[src/rtl/demux_pkg.sv]
// Shared types and defaults for the 1-to-2 stream demultiplexer.
// Optional delivered-word counters are enabled with DEMUX_CNT_EN.
package demux_pkg;

    typedef enum logic {
        CH_B = 1'b0,
        CH_A = 1'b1
    } chan_e;

    typedef enum logic {
        EMPTY = 1'b0,
        FULL  = 1'b1
    } buf_state_e;

    localparam int DEMUX_W     = 4;
    localparam int DEMUX_CNT_W = 8;

endpackage

[src/rtl/demux_out_reg.sv]
// One-entry output register for one demux channel.
// Optional delivered-word counter is enabled with DEMUX_CNT_EN.
module demux_out_reg
    import demux_pkg::*;
#(
    parameter int W     = DEMUX_W,
    parameter int CNT_W = DEMUX_CNT_W
) (
    input  logic             clk,
    input  logic             rst_n,
    input  logic             load,
    input  logic [W-1:0]     din,
    output logic             room,
    output logic             valid,
    input  logic             ready,
`ifdef DEMUX_CNT_EN
    output logic [CNT_W-1:0] cnt,
`endif
    output logic [W-1:0]     data
);

    buf_state_e state;

    assign valid = (state == FULL);
    // Space exists if empty or the held word leaves this cycle
    assign room  = (state == EMPTY) | ready;

    always_ff @(posedge clk or negedge rst_n) begin
        if (!rst_n) begin
            state <= EMPTY;
            data  <= '0;
        end else begin
            unique case (state)
                EMPTY: begin
                    if (load) begin
                        state <= FULL;
                        data  <= din;
                    end
                end
                FULL: begin
                    if (load) begin
                        data <= din;
                    end else if (ready) begin
                        state <= EMPTY;
                    end
                end
                default: state <= EMPTY;
            endcase
        end
    end

`ifdef DEMUX_CNT_EN
    always_ff @(posedge clk or negedge rst_n) begin
        if (!rst_n) begin
            cnt <= '0;
        end else if (valid && ready) begin
            cnt <= cnt + 1'b1;
        end
    end
`endif

endmodule

[src/rtl/demux_stream_router.sv]
// Registered 1-to-2 valid/ready demultiplexer steered by s_sel.
// Optional per-channel counters (a_cnt/b_cnt) with DEMUX_CNT_EN.
module demux_stream_router
    import demux_pkg::*;
#(
    parameter int W     = DEMUX_W,
    parameter int CNT_W = DEMUX_CNT_W
) (
    input  logic             clk,
    input  logic             rst_n,
    input  logic             s_valid,
    output logic             s_ready,
    input  logic [W-1:0]     s_data,
    input  logic             s_sel,
    output logic             a_valid,
    input  logic             a_ready,
    output logic [W-1:0]     a_data,
    output logic             b_valid,
    input  logic             b_ready,
`ifdef DEMUX_CNT_EN
    output logic [CNT_W-1:0] a_cnt,
    output logic [CNT_W-1:0] b_cnt,
`endif
    output logic [W-1:0]     b_data
);

    logic a_room;
    logic b_room;
    logic a_load;
    logic b_load;

    always_comb begin
        s_ready = 1'b0;
        a_load  = 1'b0;
        b_load  = 1'b0;
        unique case (1'b1)
            (s_sel == CH_A): begin
                s_ready = a_room;
                a_load  = s_valid & a_room;
            end
            default: begin
                s_ready = b_room;
                b_load  = s_valid & b_room;
            end
        endcase
    end

    demux_out_reg #(
        .W     (W),
        .CNT_W (CNT_W)
    ) u_a (
        .clk   (clk),
        .rst_n (rst_n),
        .load  (a_load),
        .din   (s_data),
        .room  (a_room),
        .valid (a_valid),
        .ready (a_ready),
`ifdef DEMUX_CNT_EN
        .cnt   (a_cnt),
`endif
        .data  (a_data)
    );

    demux_out_reg #(
        .W     (W),
        .CNT_W (CNT_W)
    ) u_b (
        .clk   (clk),
        .rst_n (rst_n),
        .load  (b_load),
        .din   (s_data),
        .room  (b_room),
        .valid (b_valid),
        .ready (b_ready),
`ifdef DEMUX_CNT_EN
        .cnt   (b_cnt),
`endif
        .data  (b_data)
    );

endmodule
[config.mk]
export PLATFORM = sky130hd
export DESIGN_NAME = demux_stream_router
export DESIGN_NICKNAME = d
export VERILOG_FILES = /design/src/rtl/demux_pkg.sv /design/src/rtl/demux_out_reg.sv /design/src/rtl/demux_stream_router.sv
export SDC_FILE = /design/constraint.sdc
export NUM_CORES = 1
export LEC_CHECK = 0
export ABC_AREA = 1
export CAP_MARGIN = 20
export CORE_AREA = 3 3 40 42
export DETAILED_ROUTE_END_ITERATION = 16
export DIE_AREA = 0 0 43 45
export GPL_TIMING_DRIVEN = 0
export PLACE_DENSITY = 0.67
export SETUP_SLACK_MARGIN = 0.3
export SLEW_MARGIN = 20
export SYNTH_ARGS = -nofsm -noshare
export SYNTH_HDL_FRONTEND = slang
export SYNTH_HIERARCHICAL = 1
export SYNTH_SLANG_ARGS = --single-unit
[constraint.sdc]
create_clock -name clk -period 2 [get_ports clk]
set_input_delay 0.4 -clock clk [delete_from_list [all_inputs] [get_ports clk]]
set_output_delay 0.4 -clock clk [all_outputs]
set_load 0.01 [all_outputs]
### After elaboration in Yosys (flattened, before gate mapping)

Index checks and enable logic that the tools add are counted.

* word-level logic and storage cells: 23
* register bits: 10

* muxes and demuxes: 13
* bitwise logic cells: 6

Operator list (number)
* two-way mux 1 bit: 9
* two-way mux 4 bit: 2
* case mux 1 bit (2 select lines): 2
* bitwise AND 1 bit: 2
* inverter 1 bit: 2
* OR 1 bit: 2

### Logic depth before layout (Yosys ltp)

Gate-level depths: netlist of the first run.

* depth after elaboration: 6
* mapped depth: 7

### Cells and area by module

The synthesis of the first run kept the hierarchy.

By module, submodules not included
* demux_out_reg: instances 2, cells each 21, area an instance 185.2 µm², seq. area each 125.1 µm²
* demux_stream_router: instances 1, cells each 8, area an instance 32.5 µm², seq. area each 0.0 µm²

### Least setup slack after synthesis of the first run

No wires, ideal clock.

* kind: reg-to-reg
* start point: register u_b.state, in the netlist u_b/valid
* end point: register u_b.data[0]
* stages on the path, launching flop included: 7
* slack: 0.938 ns
* arrival: 0.946 ns
* setup time: 0.117 ns
* path through: dfrtp_1 nand2_1 nand2_1 nor2_1 inv_2 nand2_1 nand2_1

* cells in the longest elaborated chain, start to end: 4

Ends and longest elaborated chain
* start, declared: line demux_out_reg.sv:22 `buf_state_e state;`
* start signal, assigned: line demux_out_reg.sv:30 `state <= EMPTY;`
* start signal, assigned: line demux_out_reg.sv:36 `state <= FULL;`
* start signal, assigned: line demux_out_reg.sv:44 `state <= EMPTY;`
* inverter 1 bit: line demux_out_reg.sv:26 `assign room = (state == EMPTY) | ready;`
* OR 1 bit: line demux_out_reg.sv:26
* via b_room: line demux_stream_router.sv:28 `logic b_room;`
* bitwise AND 1 bit: line demux_stream_router.sv:43 `b_load = s_valid & b_room;`
* two-way mux 1 bit: line demux_stream_router.sv:36 `unique case (1'b1)`
* via b_load: line demux_stream_router.sv:30 `logic b_load;`
* end signal, assigned: line demux_out_reg.sv:37 `data <= din;`
* end signal, assigned: line demux_out_reg.sv:42 `data <= din;`
* end, declared: line demux_out_reg.sv:19 `output logic [W-1:0] data`

The timed path passes the listed nets, and every way through them passes these cells.
A chain may end at the register's enable or synchronous reset.

### Final worst setup path of the first run

* start point: input b_ready
* end point: output s_ready

* cells in the longest elaborated chain, start to end: 2

Ends and longest elaborated chain
* start, declared: line demux_stream_router.sv:19 `input logic b_ready,`
* OR 1 bit: line demux_out_reg.sv:26
* via b_room: line demux_stream_router.sv:28
* two-way mux 1 bit: line demux_stream_router.sv:36
* end, declared: line demux_stream_router.sv:12 `output logic s_ready,`

The timed path passes the listed nets, and every way through them passes these cells.

==> reports/results.tsv, run 1 <==
metric	value	unit
cell count after placement	85	
die footprint	0.00194	sq mm
worst hold-check path type	in2async	
TritonCTS clock tree	done	
total wire length after detailed routing	863	microns
peak supply drop	0.397	mV
clock net sink count	10	
core area	0.00128	sq mm
WL per Instance	9.70	microns
required time of the critical path	1.60	ns
unrepaired setup endpoints after global routing	false	
Final Max Tran Viols	0	
routed via count	376	
Post-Synthesis Cells	50	
number of filler cells placed in the layout	137	
final standard cell count with taps included and fillers excluded	89	
CP Capture Type	output port	
Yosys warning count	6	
maximum buffer depth of the clock tree	2	
syn_nets	60	
placed wire-length estimate after detailed placement	672	microns
number of buffers added by the clock tree synthesis step	3	
Starting DRT DRC Count	3	
# rows	13	
TNS Setup	0	ns
relative max-transition margin	70.9	%
worst-path fanout max	3	
arrival time reported for the critical path endpoint	1.21	ns
Die X	43	microns
GRT Total Usage	10.2	%
Detail Route Antenna Nets	0	
Core Util, Final	50.5	%
Initial Util	31.4	%
peak clock frequency supported by timing	0.621	GHz
layout overhead on the synthesized area	61.2	%
synth unique cells	6	
CTS Hold Buffers Added	0	
count of unresolved DRC violations after routing	0	
post-layout minimum cycle time	1.61	ns
number of iterations in the first detailed-routing pass	2	
area post-placement	622	sq um
max capacitance violation total	0	
flops & latches, synth	10	
buffer type at the clock tree root	sky130_fd_sc_hd__clkbuf_4	
post-route design area	649	sq um
clock-pin slew on the worst setup and hold paths	0.06	ns
synthesized area per cell	8.06	sq um
Antenna Cells	0	
standby leakage power	0.344	nW
Setup Crit Path Kind	in2out	
slew at the pin closest to its max-slew limit	0.435	ns
IO buf count	20	
nets@finish	86	
CTS H-tree depth	1	
launching element type of the critical path	input pin	
post-synth design cell area	403	sq um
Vias/cell	4.22	
Final Setup Violations	0	
result of the run	finished, final reports clean	
fraction of the cycle the final worst path needs	80.5	%
Pwr per Cell Area	800	mW/mm^2
via count of the first global-routing pass	350	
Die Ht	45	microns
Hold Fails Final Rpt	0	
post-synthesis sequential area ratio	62.1	%
clock tree skew after final layout	0.000174	ns
number of top-level pins	21	
routability congestion estimate from global placement	0.727	
fraction of final layout cells with drive strength greater than 1	12.2	%
Congestion Overflow GR	0	
initial antenna violation count	0	
Skew-Pair Late Insertion Delay	0.26	ns
pin count of the biggest net entering global routing	11	
worst hold slack after final layout	0.450	ns
first-pass GRT wire length	1.37	mm
==> Yosys cell counts <==
master / count / area (sq um)
sky130_fd_sc_hd__nand2_1: 32 / 120
sky130_fd_sc_hd__dfrtp_1: 10 / 250
sky130_fd_sc_hd__inv_1: 4 / 15.0
sky130_fd_sc_hd__inv_2: 2 / 7.51
sky130_fd_sc_hd__nor2_1: 1 / 3.75
sky130_fd_sc_hd__nor2_2: 1 / 6.26
==> flip-flops by register name, indices dropped and copies added, names as in the netlist <==
name,flops
u_b/data,4
u_b/valid,1
u_a/data,4
u_a/valid,1
==> layer usage <==
metal / wire length (microns) / vias up / part of all wire (%) / GRT usage (%)
met5: 0 / - / 0 / 0
met4: 0 / 0 / 0 / 9.04
met3: 90 / 0 / 10 / 3.19
met2: 360 / 17 / 42 / 13.5
met1: 411 / 163 / 48 / 13.3
li1: - / 196 / - / -
==> cell families (layout without fill, tap and decap cells) <==
family	count (synthesis)	count (layout)	share of synthesized area (%)
flops	10	10	62.1
simple gates	34	34	32.3
buf+inv	6	30	5.59
==> cell usage in the layout (no fill, tap or decap) <==
cell type	netlist	final
sky130_fd_sc_hd__nand2_1	32	31
sky130_fd_sc_hd__clkdlybuf4s50_1	0	19
sky130_fd_sc_hd__dfrtp_1	10	10
sky130_fd_sc_hd__inv_1	4	4
sky130_fd_sc_hd__clkbuf_4	0	3
sky130_fd_sc_hd__inv_2	2	2
sky130_fd_sc_hd__nor2_1	1	1
sky130_fd_sc_hd__nor2_2	1	1
sky130_fd_sc_hd__buf_2	0	1
sky130_fd_sc_hd__buf_4	0	1
sky130_fd_sc_hd__nand2_2	0	1
==> metrics by stage <==
stage	setup WS (ns)	power, mW
after floorplan	0.938	0.301
after global placement	-0.0256	0.393
after detailed placement	-0.0404	0.395
after CTS	0.384	0.528
after global routing	0.310	0.550
final	0.389	0.520
==> layout make-up <==
type / count / area, sq um / area share [%]
Multi-Input combinational cell: 34 / 133 / 20.4
Inverter: 6 / 22.5 / 3.47
Timing Repair Buffer: 21 / 203 / 31.2
Clock buffer: 3 / 22.5 / 3.47
Tap cell: 15 / 18.8 / 2.89
Sequential cell: 10 / 250 / 38.5
==> worst paths after layout <==
check / start / end / slack (ns) / depth (start not counted)
hold / removal: rst_n / u_b/valid$_DFF_PN0_ / 0.45 / 1
setup / recovery: b_ready / s_ready / 0.39 / 6
min in group clk: u_b/data[0]$_DFFE_PN0P_ / u_b/data[0]$_DFFE_PN0P_ / 0.47 / 2
max in group asynchronous: rst_n / u_a/data[3]$_DFFE_PN0P_ / 1.25 / 1
hold reg to reg: u_b/data[0]$_DFFE_PN0P_ / u_b/data[0]$_DFFE_PN0P_ / 0.47 / 2
setup reg to reg: u_a/valid$_DFF_PN0_ / u_a/data[0]$_DFFE_PN0P_ / 0.87 / 7
==> where the power goes <==
group	switching, mW	internal, mW	leakage (nW)
clock network	0.0605	0.0691	0.0138
logic	0.0595	0.0829	0.206
registers	0.0155	0.232	0.124
==> what timing repair did <==
action | CTS | global route
resized for setup | 4 | 1
buffers inserted | 1 | 0
setup endpoints to repair | 1 | 1
==> worst max-delay path, stage by stage <==
cell                              delay (ns)
sky130_fd_sc_hd__clkdlybuf4s50_1        0.45
sky130_fd_sc_hd__inv_1                  0.03
sky130_fd_sc_hd__nand2_1                0.09
sky130_fd_sc_hd__nand2_1                0.06
sky130_fd_sc_hd__nand2_1                0.05
sky130_fd_sc_hd__buf_2                  0.12
Note: power is estimated with default switching activity, not from simulation.
==> run 2, diff against run 1 <==
Clock period 2 ns to 1.7 ns, I/O delays scaled along.
==> run 2 against run 1 <==
  * Worst hold slack got worse by 0.084 ns
  * Clock skew about the same
  * Combinational power increased by 4%
  * Setup slack improved by 0.029 ns
  * Cell count increased by 2.2%
  * Largest power group unchanged
  * Sequential share of layout area decreased by 0.87 points
  * Critical endpoint unchanged
  * Power increased by 14%
  * Sequential cell count unchanged
  * Count of clock-buffer cells in the layout unchanged
  * Sequential power increased by 17%
==> reports/results.tsv, run 2 (same netlist as run 1, synthesis figures left out) <==
metric	value	unit	change
routability congestion estimate from global placement	0.727		unchanged
cell type with the highest occurrence count on the critical path	sky130_fd_sc_hd__nand2_2		was sky130_fd_sc_hd__nand2_1
origin of the worst min-delay path	a_ready		
reg2reg start	u_a/valid$_DFF_PN0_		unchanged
Slowest cell on crit path	sky130_fd_sc_hd__dfrtp_1		was sky130_fd_sc_hd__clkdlybuf4s50_1
cell family contributing the most delay on the critical path	flip-flops		was buffers and inverters
clock tree skew after final layout	0.000184	ns	was 0.000174 ns
fraction of the cycle the final worst path needs	75.4	%	
post-layout minimum cycle time	1.28	ns	
number of filler cells placed in the layout	139		was 137
clock-pin slew on the worst setup and hold paths	0.06	ns	about the same
CTS H-tree depth	1		unchanged
critical path launch point	u_a/valid$_DFF_PN0_		was b_ready
IO buf count	20		unchanged
number of buffers added by the clock tree synthesis step	3		unchanged
result of the run	finished, final reports clean		unchanged
reg2reg setup slack	0.45	ns	was 0.87 ns
Skew-Pair Late Insertion Delay	0.26	ns	about the same
count of unresolved DRC violations after routing	0		unchanged
required time of the critical path	1.36	ns	was 1.60 ns
launching element type of the critical path	register		was input pin
core area	0.00128	sq mm	unchanged
sequential cell area	250	sq um	unchanged
maximum buffer depth of the clock tree	2		unchanged
via count of the first global-routing pass	350		unchanged
Congestion Overflow GR	0		unchanged
number of iterations in the first detailed-routing pass	4		was 2
first-pass GRT wire length	1.37	mm	unchanged
Setup Crit Path Kind	reg2out		was in2out
standby leakage power	0.405	nW	was 0.344 nW
number of top-level pins	21		unchanged
Initial Util	31.4	%	unchanged
commonest non-fill, non-tap cell in the layout	sky130_fd_sc_hd__nand2_1		unchanged
Antenna Cells	0		unchanged
combined area of the multi-input logic cells	138	sq um	was 133 sq um
fraction of final layout cells with drive strength greater than 1	17.1	%	was 12.2%
Detail Route Antenna Nets	0		unchanged
number of cells traversed by the worst hold path	4		
worst hold-check path type	in2reg		was in2async
nets@finish	88		was 86
# rows	13		unchanged
Vias/cell	4.30		was 4.22
relative max-transition margin	70.9	%	about the same
buffers plus inverters on the worst setup path	1		was 3
Die X	43	microns	unchanged
peak clock frequency supported by timing	0.780	GHz	
clock net sink count	10		unchanged
buffer type at the clock tree root	sky130_fd_sc_hd__clkbuf_4		unchanged
Starting DRT DRC Count	2		was 3
area post-placement	622	sq um	unchanged
CTS Hold Buffers Added	0		unchanged
most frequent cells in the layout	sky130_fd_sc_hd__nand2_1, sky130_fd_sc_hd__dlygate4sd2_1, sky130_fd_sc_hd__dfrtp_1, sky130_fd_sc_hd__clkdlybuf4s50_1, sky130_fd_sc_hd__inv_1		was sky130_fd_sc_hd__nand2_1, sky130_fd_sc_hd__clkdlybuf4s50_1, sky130_fd_sc_hd__dfrtp_1, sky130_fd_sc_hd__inv_1, sky130_fd_sc_hd__clkbuf_4
initial antenna violation count	0		unchanged
length in cells of the worst reg-to-reg path	8		was 7
Final Max Tran Viols	0		unchanged
Reg2Reg Capture Point	u_a/data[1]$_DFFE_PN0P_		was u_a/data[0]$_DFFE_PN0P_
Final Setup Violations	0		unchanged
max incr delay on CP	0.38	ns	was 0.45 ns
max capacitance violation total	0		unchanged
post-route design area	664	sq um	was 649 sq um
worst-path fanout max	2		was 3
crit-path cells	nand2_2 > nand2_2 > nand2_1 > buf_2		was clkdlybuf4s50_1 > inv_1 > nand2_1 > nand2_1 > nand2_1 > buf_2
arrival time reported for the critical path endpoint	0.94	ns	was 1.21 ns
placed wire-length estimate after detailed placement	672	microns	unchanged
Pwr per Cell Area	890	mW/mm^2	was 800 mW/mm^2
routed via count	391		was 376
Die Ht	45	microns	unchanged
largest registers ranked by flip-flop count	u_a/data x4, u_b/data x4		unchanged
WL per Instance	9.76	microns	was 9.70 microns
layout overhead on the synthesized area	64.9	%	was 61.2%
TNS Setup	0	ns	unchanged
worst hold endpoint	u_a/valid$_DFF_PN0_		
Hold Fails Final Rpt	0		unchanged
CP Capture Type	output port		unchanged
unrepaired setup endpoints after global routing	false		unchanged
Core Util, Final	51.7	%	was 50.5%
TritonCTS clock tree	done		unchanged
peak supply drop	0.473	mV	was 0.397 mV
die footprint	0.00194	sq mm	unchanged
slew at the pin closest to its max-slew limit	0.435	ns	about the same
pin count of the biggest net entering global routing	11		unchanged
GRT Total Usage	10.2	%	unchanged
total wire length after detailed routing	888	microns	was 863 microns
## run 2: cell types whose count changed in the layout (fill, tap and decap cells not counted)
cell                              delta
sky130_fd_sc_hd__nand2_2             +2
sky130_fd_sc_hd__dlygate4sd2_1      +10
sky130_fd_sc_hd__nand2_1             -2
sky130_fd_sc_hd__clkdlybuf4s50_1    -13
sky130_fd_sc_hd__buf_4               +2
sky130_fd_sc_hd__dlymetal6s2s_1      +3
## run 2: where the power goes
group / internal, mW / total, mW / switching [mW]
clock network: 0.0813 / 0.153 / 0.0718
registers: 0.273 / 0.290 / 0.0171
logic: 0.0760 / 0.148 / 0.0720
## run 2: tightest hold or removal path, cell delays in order
cell	delay, ns
sky130_fd_sc_hd__dlymetal6s2s_1	0.08
sky130_fd_sc_hd__inv_1	0.05
sky130_fd_sc_hd__nand2_2	0.07
sky130_fd_sc_hd__nand2_1	0.05
## run 2: cell type report
class / count / area share [%]
Multi-Input combinational cell: 34 / 20.7
Tap cell: 15 / 2.82
Timing Repair Buffer: 23 / 32.0
Inverter: 6 / 3.39
Clock buffer: 3 / 3.39
Sequential cell: 10 / 37.7
## run 2: how the worst max path moves through the flow
stage / to / slack, ns / cells after the start
global placement: s_ready / -0.21 / 6
finish: s_ready / 0.42 / 4
CTS: s_ready / 0.20 / 6
floorplan: u_b/data[0]$_DFFE_PN0P_ / 0.64 / 6
global route: s_ready / 0.33 / 4
detailed placement: s_ready / -0.22 / 6
## run 2: metrics by stage
| step | cells | hold slack (ns) | worst slack (ns) | power [mW] |
|---|---|---|---|---|
| 2_1_floorplan | 50 | 0.0444 | 0.638 | 0.354 |
| 5_1_grt | 91 | 0.400 | 0.332 | 0.627 |
| 3_3_place_gp | 85 | 0.458 | -0.206 | 0.462 |
| 3_5_place_dp | 85 | 0.459 | -0.220 | 0.464 |
| 4_1_cts | 89 | 0.400 | 0.204 | 0.595 |
| 6_report | 91 | 0.365 | 0.418 | 0.591 |
## run 2: per-layer routing
metal,up-vias,track usage [%],wire (microns)
li1,202,-,-
met1,172,13.3,406
met2,17,13.5,386
met3,0,3.19,95
met4,0,9.04,0
met5,-,0,0
## run 2: what timing repair did
action / in CTS / in global routing
pin swaps: 0 / 2
endpoints found under the setup margin: 11 / 9
gates resized for setup: 14 / 6
buffers inserted: 1 / 2
==> run 3, diff against run 2 <==
Settings changed: PLACE_DENSITY 0.67 to 0.7.
Clock period 1.7 ns to 1.1 ns, I/O delays scaled along.
==> run 3 against run 2 <==
  * The run now ends with negative setup slack left
  * Non-clock buffer count rose by 9
  * First-iteration DRC count did not move
  * Register-to-register slack got worse by 0.50 ns
  * Largest power group unchanged
==> reports/results.tsv, run 3 (same netlist as run 1, synthesis figures left out) <==
metric	value	unit	change
result of the run	finished with violations		was finished, final reports clean
violated checks	negative setup slack		
clock-pin slew on the worst setup and hold paths	0.07	ns	was 0.06 ns
fraction of the cycle the final worst path needs	109	%	
initial antenna violation count	0		unchanged
total wire length after detailed routing	1.07	mm	was 888 microns
reg2reg start	u_a/valid$_DFF_PN0_		unchanged
required time of the critical path	0.88	ns	was 1.36 ns
Initial Util	31.4	%	unchanged
Die X	43	microns	unchanged
pin count of the biggest net entering global routing	11		unchanged
number of buffers added by the clock tree synthesis step	3		unchanged
Reg2Reg Capture Point	u_a/data[1]$_DFFE_PN0P_		unchanged
buffer type at the clock tree root	sky130_fd_sc_hd__clkbuf_4		unchanged
unrepaired setup endpoints after global routing	true		was false
CP Capture Type	output port		unchanged
Setup Crit Path Kind	reg2out		unchanged
relative max-transition margin	68.5	%	was 70.9%
Antenna Cells	0		unchanged
worst hold slack after final layout	0.283	ns	was 0.365 ns
Skew-Pair Late Insertion Delay	0.26	ns	about the same
crit-path cells	nand2_2 > nand2_2 > nand2_1 > buf_2		unchanged
endpoint of the most critical setup path	s_ready		unchanged
maximum buffer depth of the clock tree	2		unchanged
nets@finish	97		was 88
clock net sink count	10		unchanged
IO buf count	20		unchanged
peak clock frequency supported by timing	0.836	GHz	
commonest non-fill, non-tap cell in the layout	sky130_fd_sc_hd__nand2_1		unchanged
critical path launch point	u_a/valid$_DFF_PN0_		unchanged
share of total power in sequential cells	42.6	%	was 49.1%
reg2reg setup slack	-0.05	ns	was 0.45 ns
TritonCTS clock tree	done		unchanged
via count of the first global-routing pass	390		was 350
most frequent cells in the layout	sky130_fd_sc_hd__nand2_1, sky130_fd_sc_hd__buf_4, sky130_fd_sc_hd__buf_2, sky130_fd_sc_hd__dfrtp_1, sky130_fd_sc_hd__clkdlybuf4s50_1		was sky130_fd_sc_hd__nand2_1, sky130_fd_sc_hd__dlygate4sd2_1, sky130_fd_sc_hd__dfrtp_1, sky130_fd_sc_hd__clkdlybuf4s50_1, sky130_fd_sc_hd__inv_1
length in cells of the worst reg-to-reg path	8		unchanged
arrival time reported for the critical path endpoint	0.98	ns	was 0.94 ns
switching power	282	uW	was 161 uW
PnR worst setup slack	-0.0958	ns	was 0.418 ns
Combinational Power Share	26.9	%	was 25.0%
number of iterations in the first detailed-routing pass	3		was 4
CTS H-tree depth	1		unchanged
Crit path depth	4		unchanged
clock tree skew after final layout	0.00151	ns	was 0.000184 ns
standby leakage power	0.420	nW	was 0.405 nW
CTS Hold Buffers Added	0		unchanged
routed via count	431		was 391
WL per Instance	10.6	microns	was 9.76 microns
layout overhead on the synthesized area	80.4	%	was 64.9%
total internal power	772	uW	was 430 uW
Detail Route Antenna Nets	0		unchanged
number of top-level pins	21		unchanged
Pwr per Cell Area	1450	mW/mm^2	was 890 mW/mm^2
Final Setup Violations	6		was 0
first-pass GRT wire length	1.62	mm	was 1.37 mm
Hold Fails Final Rpt	0		unchanged
# rows	13		unchanged
core area	0.00128	sq mm	unchanged
worst hold-check path type	in2async		was in2reg
Die Ht	45	microns	unchanged
worst-path fanout max	2		unchanged
placed wire-length estimate after detailed placement	700	microns	was 672 microns
placement-stage worst setup slack	-0.616	ns	was -0.220 ns
post-layout minimum cycle time	1.20	ns	
Sw Ratio	26.8	%	was 27.2%
GRT Total Usage	11.6	%	was 10.2%
fraction of final layout cells with drive strength greater than 1	40.7	%	was 17.1%
slew at the pin closest to its max-slew limit	0.470	ns	was 0.435 ns
Starting DRT DRC Count	2		unchanged
clock share of power	30.5	%	was 25.9%
die footprint	0.00194	sq mm	unchanged
max capacitance violation total	0		unchanged
routability congestion estimate from global placement	0.778		was 0.727
max incr delay on CP	0.39	ns	was 0.38 ns
Vias/cell	4.27		was 4.30
buffers plus inverters on the worst setup path	1		unchanged
peak supply drop	0.820	mV	was 0.473 mV
cell family contributing the most delay on the critical path	flip-flops		unchanged
Congestion Overflow GR	0		unchanged
Overall Power	1.05	mW	was 591 uW
count of unresolved DRC violations after routing	0		unchanged
largest registers ranked by flip-flop count	u_a/data x4, u_b/data x4		unchanged
Final Max Tran Viols	0		unchanged
Slowest cell on crit path	sky130_fd_sc_hd__dfrtp_1		unchanged
cell type with the highest occurrence count on the critical path	sky130_fd_sc_hd__nand2_2		unchanged
launching element type of the critical path	register		unchanged
-- run 3: cell types whose count changed in the layout (fill, tap and decap cells not counted), moves of 2 or more --
cell / delta
sky130_fd_sc_hd__buf_6: +2
sky130_fd_sc_hd__dlymetal6s2s_1: -3
sky130_fd_sc_hd__nor2_4: +2
sky130_fd_sc_hd__buf_4: +8
sky130_fd_sc_hd__buf_2: +9
sky130_fd_sc_hd__dlygate4sd2_1: -7
-- run 3: worst min path at each step --
stage	startpoint	endpoint	cells past startpoint
detailed placement	u_b/data[3]$_DFFE_PN0P_	u_b/data[3]$_DFFE_PN0P_	2
finish	rst_n	u_a/data[0]$_DFFE_PN0P_	1
global route	rst_n	u_b/valid$_DFF_PN0_	1
global placement	u_a/data[2]$_DFFE_PN0P_	u_a/data[2]$_DFFE_PN0P_	2
CTS	rst_n	u_a/data[0]$_DFFE_PN0P_	1
floorplan	rst_n	u_a/data[0]$_DFFE_PN0P_	0
-- run 3: repair_timing --
action,in CTS,in global routing
pin swaps,8,4
gates resized for setup,46,5
endpoints found under the setup margin,21,21
buffers inserted,8,4
-- run 3: final cells by class --
type / instances / area [sq um]
fill: 141 / 558
tap: 15 / 18.8
inverter: 6 / 22.5
timing repair buffer: 32 / 241
sequential: 10 / 250
multi-input combinational: 34 / 158
clock buffer: 4 / 36.3
-- run 3: layer usage --
| layer | global-route usage (%) | share of wire, % | vias to the layer above |
|---|---|---|---|
| li1 | - | - | 219 |
| met1 | 14.1 | 43 | 194 |
| met2 | 18.3 | 46 | 16 |
| met3 | 3.19 | 10 | 2 |
| met4 | 7.23 | 0.37 | 0 |
| met5 | 0 | 0 | - |
-- run 3: metrics by stage --
stage / area (sq um) / cells / util, % / TNS, ns
after CTS: 689 / 97 / 53.7 / -0.227
after global placement: 642 / 85 / 50.0 / -2.70
after detailed placement: 642 / 85 / 50.0 / -2.85
final: 727 / 101 / 56.6 / -0.268
after floorplan: 423 / 50 / - / 0
after global routing: 727 / 101 / 56.6 / -0.735
-- run 3: power groups by stage --
stage	clock network (mW)	registers, mW	logic [mW]
floorplan	0	0.483	0.0730
global placement	0	0.456	0.269
detailed placement	0	0.458	0.273
CTS	0.332	0.449	0.252
global route	0.365	0.455	0.312
finish	0.321	0.449	0.283
